<file path="src/rtl/fil2dma_burst_ctrl.sv">
// Drain-side burst controller for the fil2dma fb_fifo: tracks occupancy and pops
// bursts toward the DMA write channel. Optional stats counters: FIL2DMA_BURST_STATS_EN.
module fil2dma_burst_ctrl #(
  parameter int WIDTH     = 4,
  parameter int DEPTH     = 32,
  parameter int BURST_LEN = 8,
  parameter int TIMEOUT   = 64
) (
  input  logic             clk,
  input  logic             rst_n,
  input  logic             cfg_en,
  input  logic             flush,
  input  logic             fifo_push,
  input  logic             fifo_full,
  input  logic             fifo_empty,
  input  logic [WIDTH-1:0] fifo_out,
  output logic             fifo_pop,
  output logic             dma_valid,
  output logic [WIDTH-1:0] dma_data,
  output logic             dma_last,
  input  logic             dma_ready,
  output logic             busy
`ifdef FIL2DMA_BURST_STATS_EN
  ,
  input  logic             stat_clr,
  output logic [15:0]      stat_bursts,
  output logic [15:0]      stat_timeouts
`endif
);

  localparam int OCC_W  = $clog2(DEPTH + 1);
  localparam int CNT_W  = $clog2(BURST_LEN + 1);
  localparam int IDLE_W = $clog2(TIMEOUT);

  localparam logic [OCC_W-1:0]  OCC_BURST = OCC_W'(BURST_LEN);
  localparam logic [CNT_W-1:0]  LEN_MAX   = CNT_W'(BURST_LEN);
  localparam logic [CNT_W-1:0]  CNT_ONE   = CNT_W'(1);
  localparam logic [IDLE_W-1:0] IDLE_MAX  = IDLE_W'(TIMEOUT - 1);

  typedef enum logic [1:0] {IDLE, BURST, DRAIN} state_t;

  state_t             state, state_nxt;
  logic [OCC_W-1:0]   occ;
  logic [IDLE_W-1:0]  idle_cnt;
  logic [CNT_W-1:0]   len;
  logic [CNT_W-1:0]   popped;
  logic [CNT_W-1:0]   start_len;
  logic               start, start_tmo;
  logic               occ_nz, occ_burst, push_acc, last_pop, last_hs;

  assign occ_nz    = (occ != '0);
  assign occ_burst = (occ >= OCC_BURST);
  assign push_acc  = fifo_push && !fifo_full;
  assign last_pop  = ((popped + CNT_ONE) == len);
  assign last_hs   = dma_valid && dma_ready && dma_last;
  assign busy      = (state != IDLE);

  // A new beat may be fetched only when the output register is free or draining this cycle.
  assign fifo_pop = (state == BURST) && (popped < len) && !fifo_empty
                    && (!dma_valid || dma_ready);

  always_comb begin
    // NOTE: every signal driven here gets a default first, so no path can infer a latch.
    state_nxt = state;
    start     = 1'b0;
    start_tmo = 1'b0;
    start_len = len;
    unique case (state)
      IDLE: begin
        if (cfg_en && occ_burst) begin
          start     = 1'b1;
          start_len = LEN_MAX;
        end else if (flush && occ_nz) begin
          start     = 1'b1;
          start_len = occ_burst ? LEN_MAX : CNT_W'(occ);
        end else if (cfg_en && occ_nz && (idle_cnt == IDLE_MAX)) begin
          start     = 1'b1;
          start_tmo = 1'b1;
          start_len = CNT_W'(occ);
        end
        if (start) state_nxt = BURST;
      end
      BURST: if (fifo_pop && last_pop) state_nxt = DRAIN;
      DRAIN: if (last_hs) state_nxt = IDLE;
      default: state_nxt = IDLE;
    endcase
  end

  always_ff @(posedge clk or negedge rst_n) begin
    // NOTE: sequential state uses non-blocking assignments so every flop samples pre-edge values.
    if (!rst_n) begin
      state    <= IDLE;
      occ      <= '0;
      idle_cnt <= '0;
      len      <= '0;
      popped   <= '0;
    end else begin
      state <= state_nxt;

      unique case ({push_acc, fifo_pop})
        2'b10:   occ <= occ + OCC_W'(1);
        2'b01:   occ <= occ - OCC_W'(1);
        default: occ <= occ;
      endcase

      // Partial-burst timer only runs while a short, non-empty backlog waits in IDLE.
      if (state != IDLE || start || !occ_nz || occ_burst) begin
        idle_cnt <= '0;
      end else if (idle_cnt != IDLE_MAX) begin
        idle_cnt <= idle_cnt + IDLE_W'(1);
      end

      if (start) begin
        len    <= start_len;
        popped <= '0;
      end else if (fifo_pop) begin
        popped <= popped + CNT_ONE;
      end
    end
  end

  // Output beat register: loads on pop, holds under backpressure, empties when accepted.
  always_ff @(posedge clk or negedge rst_n) begin
    if (!rst_n) begin
      dma_valid <= 1'b0;
      dma_data  <= '0;
      dma_last  <= 1'b0;
    end else if (fifo_pop) begin
      dma_valid <= 1'b1;
      dma_data  <= fifo_out;
      dma_last  <= last_pop;
    end else if (dma_ready) begin
      dma_valid <= 1'b0;
      dma_last  <= 1'b0;
    end
  end

`ifdef FIL2DMA_BURST_STATS_EN
  always_ff @(posedge clk or negedge rst_n) begin
    if (!rst_n) begin
      stat_bursts   <= '0;
      stat_timeouts <= '0;
    end else if (stat_clr) begin
      stat_bursts   <= '0;
      stat_timeouts <= '0;
    end else begin
      if (start)     stat_bursts   <= stat_bursts + 16'd1;
      if (start_tmo) stat_timeouts <= stat_timeouts + 16'd1;
    end
  end
`endif

endmodule

</file>
<file path="config.mk">
export PLATFORM = sky130hd
export DESIGN_NAME = fil2dma_burst_ctrl
export DESIGN_NICKNAME = d
export VERILOG_FILES = /design/src/rtl/fil2dma_burst_ctrl.sv
export SDC_FILE = /design/constraint.sdc
export NUM_CORES = 1
export LEC_CHECK = 0
export ABC_AREA = 1
export CORE_UTILIZATION = 50
export DETAILED_ROUTE_END_ITERATION = 7
export GPL_TIMING_DRIVEN = 0
export PLACE_DENSITY = 0.81
export SLEW_MARGIN = 10
export SYNTH_ARGS = -nofsm -noshare
export SYNTH_HDL_FRONTEND = slang
export SYNTH_SLANG_ARGS = --single-unit
</file>
<file path="constraint.sdc">
create_clock -name clk -period 5.4 [get_ports clk]
set_clock_uncertainty 0.2 [all_clocks]
set_input_delay 0.81 -clock clk [delete_from_list [all_inputs] [get_ports clk]]
set_output_delay 0.81 -clock clk [all_outputs]
set_load 0.05 [all_outputs]
</file>
# Yosys cells after proc, flatten, opt, wreduce, memory -nomap -nowiden

Cells that the tools add are included.

Flip-flop bits (word level): 28
Input port bits: 12
Word-level logic and storage cells: 74
Output and inout bits: 8

Mux-type cells: 21
Order comparisons: 2
Reductions and logical operators: 29
Add/subtract/negate cells: 4
Equal/unequal tests: 10

Operators with widths:

| operator                                                           | number |
|---|---|
| two-way mux 4 bit                                                  | 6 |
| adder 6 x 1 -> 6 bit (second input constant)                       | 2 |
| two-way mux 6 bit                                                  | 2 |
| case mux 6 bit (2 select lines)                                    | 1 |
| logical AND 1 bit                                                  | 11 |
| nonzero test 2 bit                                                 | 5 |
| two-way mux 1 bit                                                  | 8 |
| equality test 6 bit (second input constant)                        | 1 |
| greater-or-equal comparator 6 x 4 -> 1 bit (second input constant) | 1 |
| two-way mux 2 bit                                                  | 3 |
| != test 6 bit (second input constant)                              | 1 |
| case mux 2 bit (3 select lines)                                    | 1 |
| AND reduction 3 bit                                                | 2 |
| nonzero test 6 bit                                                 | 1 |
| subtractor 6 x 1 -> 6 bit (second input constant)                  | 1 |
| adder 4 x 1 -> 4 bit (second input constant)                       | 1 |
| equality test 2 x 1 -> 1 bit (second input constant)               | 2 |
| equality test 2 bit (second input constant)                        | 2 |
| equality test 4 bit                                                | 1 |
| logical NOT 1 bit                                                  | 4 |
| logical OR 1 bit                                                   | 4 |
| less-than comparator 4 bit                                         | 1 |
| != test 2 x 1 -> 1 bit (second input constant)                     | 2 |
| nonzero test 3 bit                                                 | 1 |
| other kinds (2)                                                    | 2 |

# Longest topological paths before layout

Gate-level depths: netlist (run 1).

Depth after elaboration: 12
Depth in mapped cells: 19
Depth with buffers taken out: 19

# Least setup slack after synthesis (run 1)

Ideal clock, no wire load.

Path kind: input-to-reg
Start: input dma_ready
End: register occ[3]
Stages: 11
Setup slack: 2.183 ns
Arrival: 2.882 ns
Path buffers: 0
Data required time: 5.066 ns
Setup time: 0.134 ns
Cells stage by stage: inv_1 > nand2_1 > nand3_1 > clkinv_1 > ha_1 > ha_1 > nand2_1 > nand2_1 > a31oi_1 > xor2_1 > o21ai_0

Longest elaborated chain between the ends: 4
Elaborated cells between the ends (all ways): 6
Classes of those cells: eq/ne (2); mux (1); reduce/logical (3)

Ends and longest elaborated chain:

| item                                                                  | line | RTL |
|---|---|---|
| start: declaration                                                    | 21   | `input logic dma_ready,` |
| logical OR 1 bit (*)                                                  | 60   | `&& (!dma_valid \|\| dma_ready);` |
| logical AND 1 bit (*)                                                 | 60   |  |
| via fifo_pop                                                          | 17   | `output logic fifo_pop,` |
| equality test 2 x 1 -> 1 bit or equality test 2 bit (tied branches)   | 100  | `unique case ({push_acc, fifo_pop})` |
| case mux 6 bit (2 select lines) or nonzero test 2 bit (tied branches) | --   |  |
| end signal: assignment                                                | 101  | `2'b10: occ <= occ + OCC_W'(1);` |
| end signal: assignment                                                | 102  | `2'b01: occ <= occ - OCC_W'(1);` |
| end: declaration                                                      | 43   | `logic [OCC_W-1:0] occ;` |

Mark *: on every way through the listed nets, which the timed path passes. The rest lies on a longest branch.
A chain may end at the register's enable or synchronous reset.

# Final worst setup path (run 1)

Start: input dma_ready
End: output fifo_pop

Longest elaborated chain between the ends: 2

Ends and longest elaborated chain:

| item              | line |
|---|---|
| logical OR 1 bit  | 60 |
| logical AND 1 bit | 60 |
| end: declaration  | 17 |

Every way passes these cells.

==> results of run 1 <==
placed cells by master (no fill, tap or decap), types with 2 or more instances in the layout:
master           netlist  final
nor3_1                 2      2
nand2_1               67     67
nor2_1                19     19
inv_1                 25     25
nand4_1                3      3
dfrtp_1               28     28
a31oi_1                2      2
o21ai_2                5      5
ha_1                  11     11
buf_2                  1      2
a21oi_1                2      2
clkbuf_4               0      3
nand3_1               17     17
clkdlybuf4s50_1        0     18
o21ai_0                8      8
xor2_1                 5      5
layout make-up:
type / count / area (um2) / area share
clock inverter: 1 / 30.0 / 0.0153
clock buffer: 3 / 22.5 / 0.0114
inverter: 26 / 97.6 / 0.0496
sequential: 28 / 701 / 0.356
buffer: 4 / 27.5 / 0.0140
tap: 44 / 55.1 / 0.0280
timing repair buffer: 19 / 185 / 0.0941
multi-input combinational: 153 / 850 / 0.432
per-stage QoR:
step	util	setup WS, ns	area (um2)	hold slack (ns)
global placement	0.614	1.72	1920	0.264
floorplan	-	2.18	1680	0.255
global route	0.629	1.62	1970	0.299
finish	0.629	1.70	1970	0.267
CTS	0.631	1.68	1970	0.303
detailed placement	0.614	1.70	1920	0.267
power by group through the flow:
stage | Clock (uW) | Sequential, uW | Combinational [uW]
floorplan | 0 | 401 | 399
global placement | 0 | 340 | 594
detailed placement | 0 | 344 | 613
CTS | 138 | 339 | 616
global route | 147 | 349 | 687
finish | 134 | 339 | 610
sequential cells by signal, summed over array words and instances (netlist names):
signal     count
len            4
occ            6
dma_data       4
dma_last       1
idle_cnt       6
state          2
dma_valid      1
popped         4
worst max path at each step:
stage | from | end | cells past startpoint
after floorplan | dma_ready | occ[3]$_DFFE_PN0P_ | 11
after global placement | dma_ready | fifo_pop | 6
after detailed placement | dma_ready | fifo_pop | 6
after CTS | dma_ready | fifo_pop | 6
after global routing | popped[0]$_DFFE_PN0P_ | fifo_pop | 11
final | dma_ready | fifo_pop | 6
layer usage:
metal  wire [um]  global-route usage  share of wire
met4          35              0.0797          0.012
met1        1400               0.212           0.47
met3          86              0.0238          0.029
met2        1480               0.356           0.49
met5           0                   0              0
kinds of logic (layout without fill, tap and decap cells):
family / count (synthesis) / count (layout) / synth area share
DFF: 28 / 28 / 0.418
AOI/OAI and AO/OA: 21 / 21 / 0.0814
muxes: 1 / 1 / 0.00597
buffers and inverters: 30 / 53 / 0.0747
xor gates and xnor gates: 6 / 6 / 0.0314
and+or+nand+nor: 113 / 113 / 0.294
adders and majority gates: 12 / 12 / 0.0941
==> metrics, run 1 <==
# clock sinks=28; number of nets in the final layout=259; Clock power frac=0.124; number of H-tree levels=1; static power due to leakage=~0.0010 uW; startpoint of the worst-slack reg-to-reg timing path=popped[1]$_DFFE_PN0P_; worst-skew pair later-pin latency=0.32 ns; Synth-to-Final Area Change=17.5%; Syn Nets=between 200 and 250; library cell appearing most often on the critical path=clkdlybuf4s50_1; number of enable-type register cells in the synthesized netlist=0; Core Box Area=0.00313 mm2; total gr overflow=0; class of the most critical setup path=in2out; worst reg-to-reg setup slack=2.29 ns; count of hold-fix buffers inserted at cts=0; setup repair after global routing missed its margin=false; maximum operating frequency=about 0.27 GHz; most common flop cell mapped by yosys=dfrtp_1; slowest library cell on the worst path=clkdlybuf4s50_1; worst path bufs/invs=4; count of routing violations after the opening detailed-route iteration=69; Residual DRC=0; cell-internal power=579 uW; Post-synth top cells=67 x nand2_1, 28 x dfrtp_1, 25 x inv_1; fraction of layout instances using a drive strength above 1=0.0812; via count of the first global-routing pass=1264; startpoint kind of the worst setup timing path=primary input; cell types occupying the most area after synthesis=dfrtp_1 42%, nand2_1 15%, ha_1 8.2%; largest net degree at the start of global routing=29; CP Max Fanout=10; Max rail drop VDD=284 uV; Final Critical Period=approximately 3.7 ns; highest cell delay on the worst timing path=0.85 ns; Post-CTS Setup Repair Bufs=0; async set-reset flop share out of synthesis=1.00; FF-to-FF End=occ[3]$_DFFE_PN0P_; kind of cell adding the most delay to the critical path=buffers and inverters; global-route wire length before repair=5130 um; starting density of the core=0.536; maximum clock path buffer count=2; status=completed; number of vias after detailed routing=1370; diodes inserted=0; sequential area share after synthesis=0.418; post-route insts no fill=278; Seq cells post-synth=28; most frequent cell after synthesis=nand2_1; Mapped Cells=211; detail-routed via count per cell=4.93; number of I/O port buffers=19; top cell type by total area after synthesis=dfrtp_1; worst max-slew margin expressed relative to the limit=0.602; sequential fraction of design power=0.313; number of slew-limit violations in the final report=0; portion of the clock cycle consumed by the worst path in the final layout=0.685; aggregate negative setup slack=0 ns; initial antenna violation count=0; clock buffer count from CTS=3; Psw=504 uW; Critical Path, Cell by Cell=clkdlybuf4s50_1 > inv_1 > nand2_1 > nand3_1 > clkinv_1 > clkdlybuf4s50_1; TritonCTS clock tree=built; max-capacitance violation count=0; floorplan row count=20; total I/O pin count=20; clock slew at the register clock pins of the worst setup and hold paths=0.14 ns; drt total wl=3010 um; number of gates resized after CTS=0; HPWL after DPL=~2300 um; cell count after placement=274; average wire per cell in the routed design=10.8 um; first-pass iteration count of the detailed router=6; required time reported for the critical path endpoint=4.39 ns; area fraction of the dominant cell type after synthesis=0.418; Netlist Area Pre-Place=between 0.0015 and 0.002 mm2; post-layout power=between 1000 and 1500 uW; overall fraction of global-route tracks in use=0.189; R2R depth=15; FILL cells=275; average size of a mapped cell=between 7 and 8 um2; Final Hold Vio Count=0; routability congestion estimate=0.792; Die Area=0.00359 mm2; combinational fraction of design power=0.563; Die Ht=59.9 um; critical path capture point type=output pin; slew of the pin with the lowest slew margin=0.597 ns; Hold WC Path Type=in2async; Worst EP arrival=2.69 ns; antenna-violating nets left=0; count of unique library cells instantiated by Yosys=30; total of warnings raised by yosys=0; clock tree root buffer cell=clkbuf_4; die boundary width=59.9 um; power per unit of standard cell area=~550 mW/mm2; Switching Share=0.465; Setup Viol. Count Final=0
Power figures use the tool's default switching activity.
==> inputs of run 2 (changes only) <==
Settings changed: PLACE_DENSITY 0.81 to 0.84.
Clock period 5.4 ns to 3 ns, I/O delays scaled along.
==> metrics, run 2 (synthesized netlist as in run 1, its figures left out) <==
Die Area=0.00359 mm2 (unchanged); CP Max Fanout=5 (-5); initial antenna violation count=0 (unchanged); clock buffer count from CTS=3 (unchanged); R2R depth=17 (+2); number of nets in the final layout=261 (+0.77%); cell-internal power=967 uW (+67%); starting density of the core=0.536 (unchanged); diodes inserted=0 (unchanged); Final Critical Period=2.74 ns; Worst Min Path Start=dma_data[3]$_DFFE_PN0P_; via count of the first global-routing pass=1204 (-4.7%); first-pass iteration count of the detailed router=4 (-2); count of routing violations after the opening detailed-route iteration=60 (-13%); maximum clock path buffer count=2 (unchanged); drt total wl=3050 um (+1.3%); slew of the pin with the lowest slew margin=0.609 ns (+0.0119 ns); clock tree root buffer cell=clkbuf_4; area post-placement=0.00192 mm2 (about the same); TritonCTS clock tree=built; average wire per cell in the routed design=10.9 um (+0.97%); number of I/O port buffers=19 (unchanged); HPWL after DPL=2270 um (-3.3%); die boundary width=59.9 um (unchanged); global-route wire length before repair=5080 um (-1.1%); aggregate negative setup slack=0 ns (unchanged); startpoint kind of the worst setup timing path=register; required time reported for the critical path endpoint=2.35 ns (-2.04 ns); maximum operating frequency=0.365 GHz; combinational fraction of design power=0.593 (+0.030); Setup Viol. Count Final=0 (unchanged); largest net degree at the start of global routing=29 (unchanged); total gr overflow=0 (unchanged); max-capacitance violation count=0 (unchanged); fraction of layout instances using a drive strength above 1=0.0936 (+0.0124); worst reg-to-reg setup slack=0.28 ns (-2.01 ns); Core Box Area=0.00313 mm2 (unchanged); antenna-violating nets left=0 (unchanged); final standard cell area without fillers=0.00196 mm2 (-0.19%); Final Hold Vio Count=0 (unchanged); # clock sinks=28 (unchanged); startpoint of the worst-slack reg-to-reg timing path=popped[1]$_DFFE_PN0P_; routability congestion estimate=0.797 (+0.58%); class of the most critical setup path=reg2out; WHS Path Cells=2; critical path capture point type=output pin; worst max-slew margin expressed relative to the limit=0.594 (-0.00797); Clock power frac=0.082 (-0.042); Worst Hold Margin=0.298 ns (+0.0311 ns); cell count after placement=274 (unchanged); Critical Path Start=popped[1]$_DFFE_PN0P_; worst-skew pair later-pin latency=0.33 ns (about the same); post-route insts no fill=279 (+0.36%); static power due to leakage=0.00100 uW (+0.26%); total I/O pin count=20 (unchanged); Die Ht=59.9 um (unchanged); number of H-tree levels=1 (unchanged); status=completed; clock slew at the register clock pins of the worst setup and hold paths=0.14 ns (about the same); registers with the highest flip-flop counts=idle_cnt (6), occ (6); Residual DRC=0 (unchanged); leading cell types in the layout, fill and taps excluded=67 x nand2_1, 28 x dfrtp_1, 25 x inv_1; Endpoint, Worst Hold=dma_data[3]$_DFFE_PN0P_; number of vias after detailed routing=1400 (+2.2%); Hold WC Path Type=reg2reg; setup repair after global routing missed its margin=false; overall fraction of global-route tracks in use=0.188 (-0.00124); Worst EP arrival=2.09 ns (-0.60 ns); FF-to-FF End=occ[4]$_DFFE_PN0P_; Psw=910 uW (+81%); detail-routed via count per cell=5.02 (+1.8%); portion of the clock cycle consumed by the worst path in the final layout=0.913; Synth-to-Final Area Change=17.3%; Max rail drop VDD=527 uV (+86%); floorplan row count=20 (unchanged); number of slew-limit violations in the final report=0 (unchanged); sequential fraction of design power=0.325 (+0.012); power per unit of standard cell area=956 mW/mm2 (+74%); most frequent standard cell in the layout excluding fill and tap cells=nand2_1; Switching Share=0.485 (+0.0194)
-- run 2: stage by stage --
step	setup WS [ns]	util	total power (uW)
2_1_floorplan	0.171	-	1440
3_3_place_gp	-0.00916	0.614	1690
3_5_place_dp	-0.0276	0.614	1720
4_1_cts	0.0500	0.621	1870
5_1_grt	0.0534	0.628	2060
6_report	0.261	0.628	1880
-- run 2: how the worst max path moves through the flow --
stage                         endpoint  slack, ns  cells after the start
global route        occ[4]$_DFFE_PN0P_       0.05                     18
CTS                 occ[4]$_DFFE_PN0P_       0.05                     17
floorplan           occ[3]$_DFFE_PN0P_       0.17                     15
finish                        fifo_pop       0.26                      9
detailed placement  occ[4]$_DFFE_PN0P_      -0.03                     14
global placement    occ[4]$_DFFE_PN0P_     -0.009                     14
-- run 2: repair_timing --
item,4_1_cts,5_1_grt
hold buffers,0,1
setup endpoints to repair,1,4
buffers inserted,0,1
gates resized for setup,1,3
endpoints found under the hold margin,0,28
-- run 2: cell type report --
cell class,instances,area (um2)
clock buffer,3,22.5
sequential,28,701
tap,44,55.1
buffer,4,27.5
fill,276,1160
multi-input combinational,153,857
timing repair buffer,21,201
inverter,26,100
-- run 2: worst max-delay path, cell delays in order (launching register included) --
cell           delay (ns)
dfrtp_1              0.45
ha_1                 0.28
nand2_1              0.06
nand2_1              0.05
nand2_1              0.05
nand2_1              0.04
nand2_1              0.06
nand3_2              0.13
inv_4                0.11
dlygate4sd2_1        0.53
-- run 2: power by group through the flow --
stage | clock [uW] | combinational, uW | sequential, uW
6_report | 153 | 1110 | 610
5_1_grt | 171 | 1260 | 629
4_1_cts | 160 | 1100 | 609
3_5_place_dp | 0 | 1100 | 618
3_3_place_gp | 0 | 1070 | 612
2_1_floorplan | 0 | 720 | 721
-- run 2: metal layers --
| layer | up-vias | global-route usage | part of all wire |
|---|---|---|---|
| li1 | 730 | - | - |
| met1 | 647 | 0.234 | 0.46 |
| met2 | 18 | 0.333 | 0.51 |
| met3 | 5 | 0.0195 | 0.020 |
| met4 | 0 | 0.0698 | 0.013 |
| met5 | - | 0 | 0 |
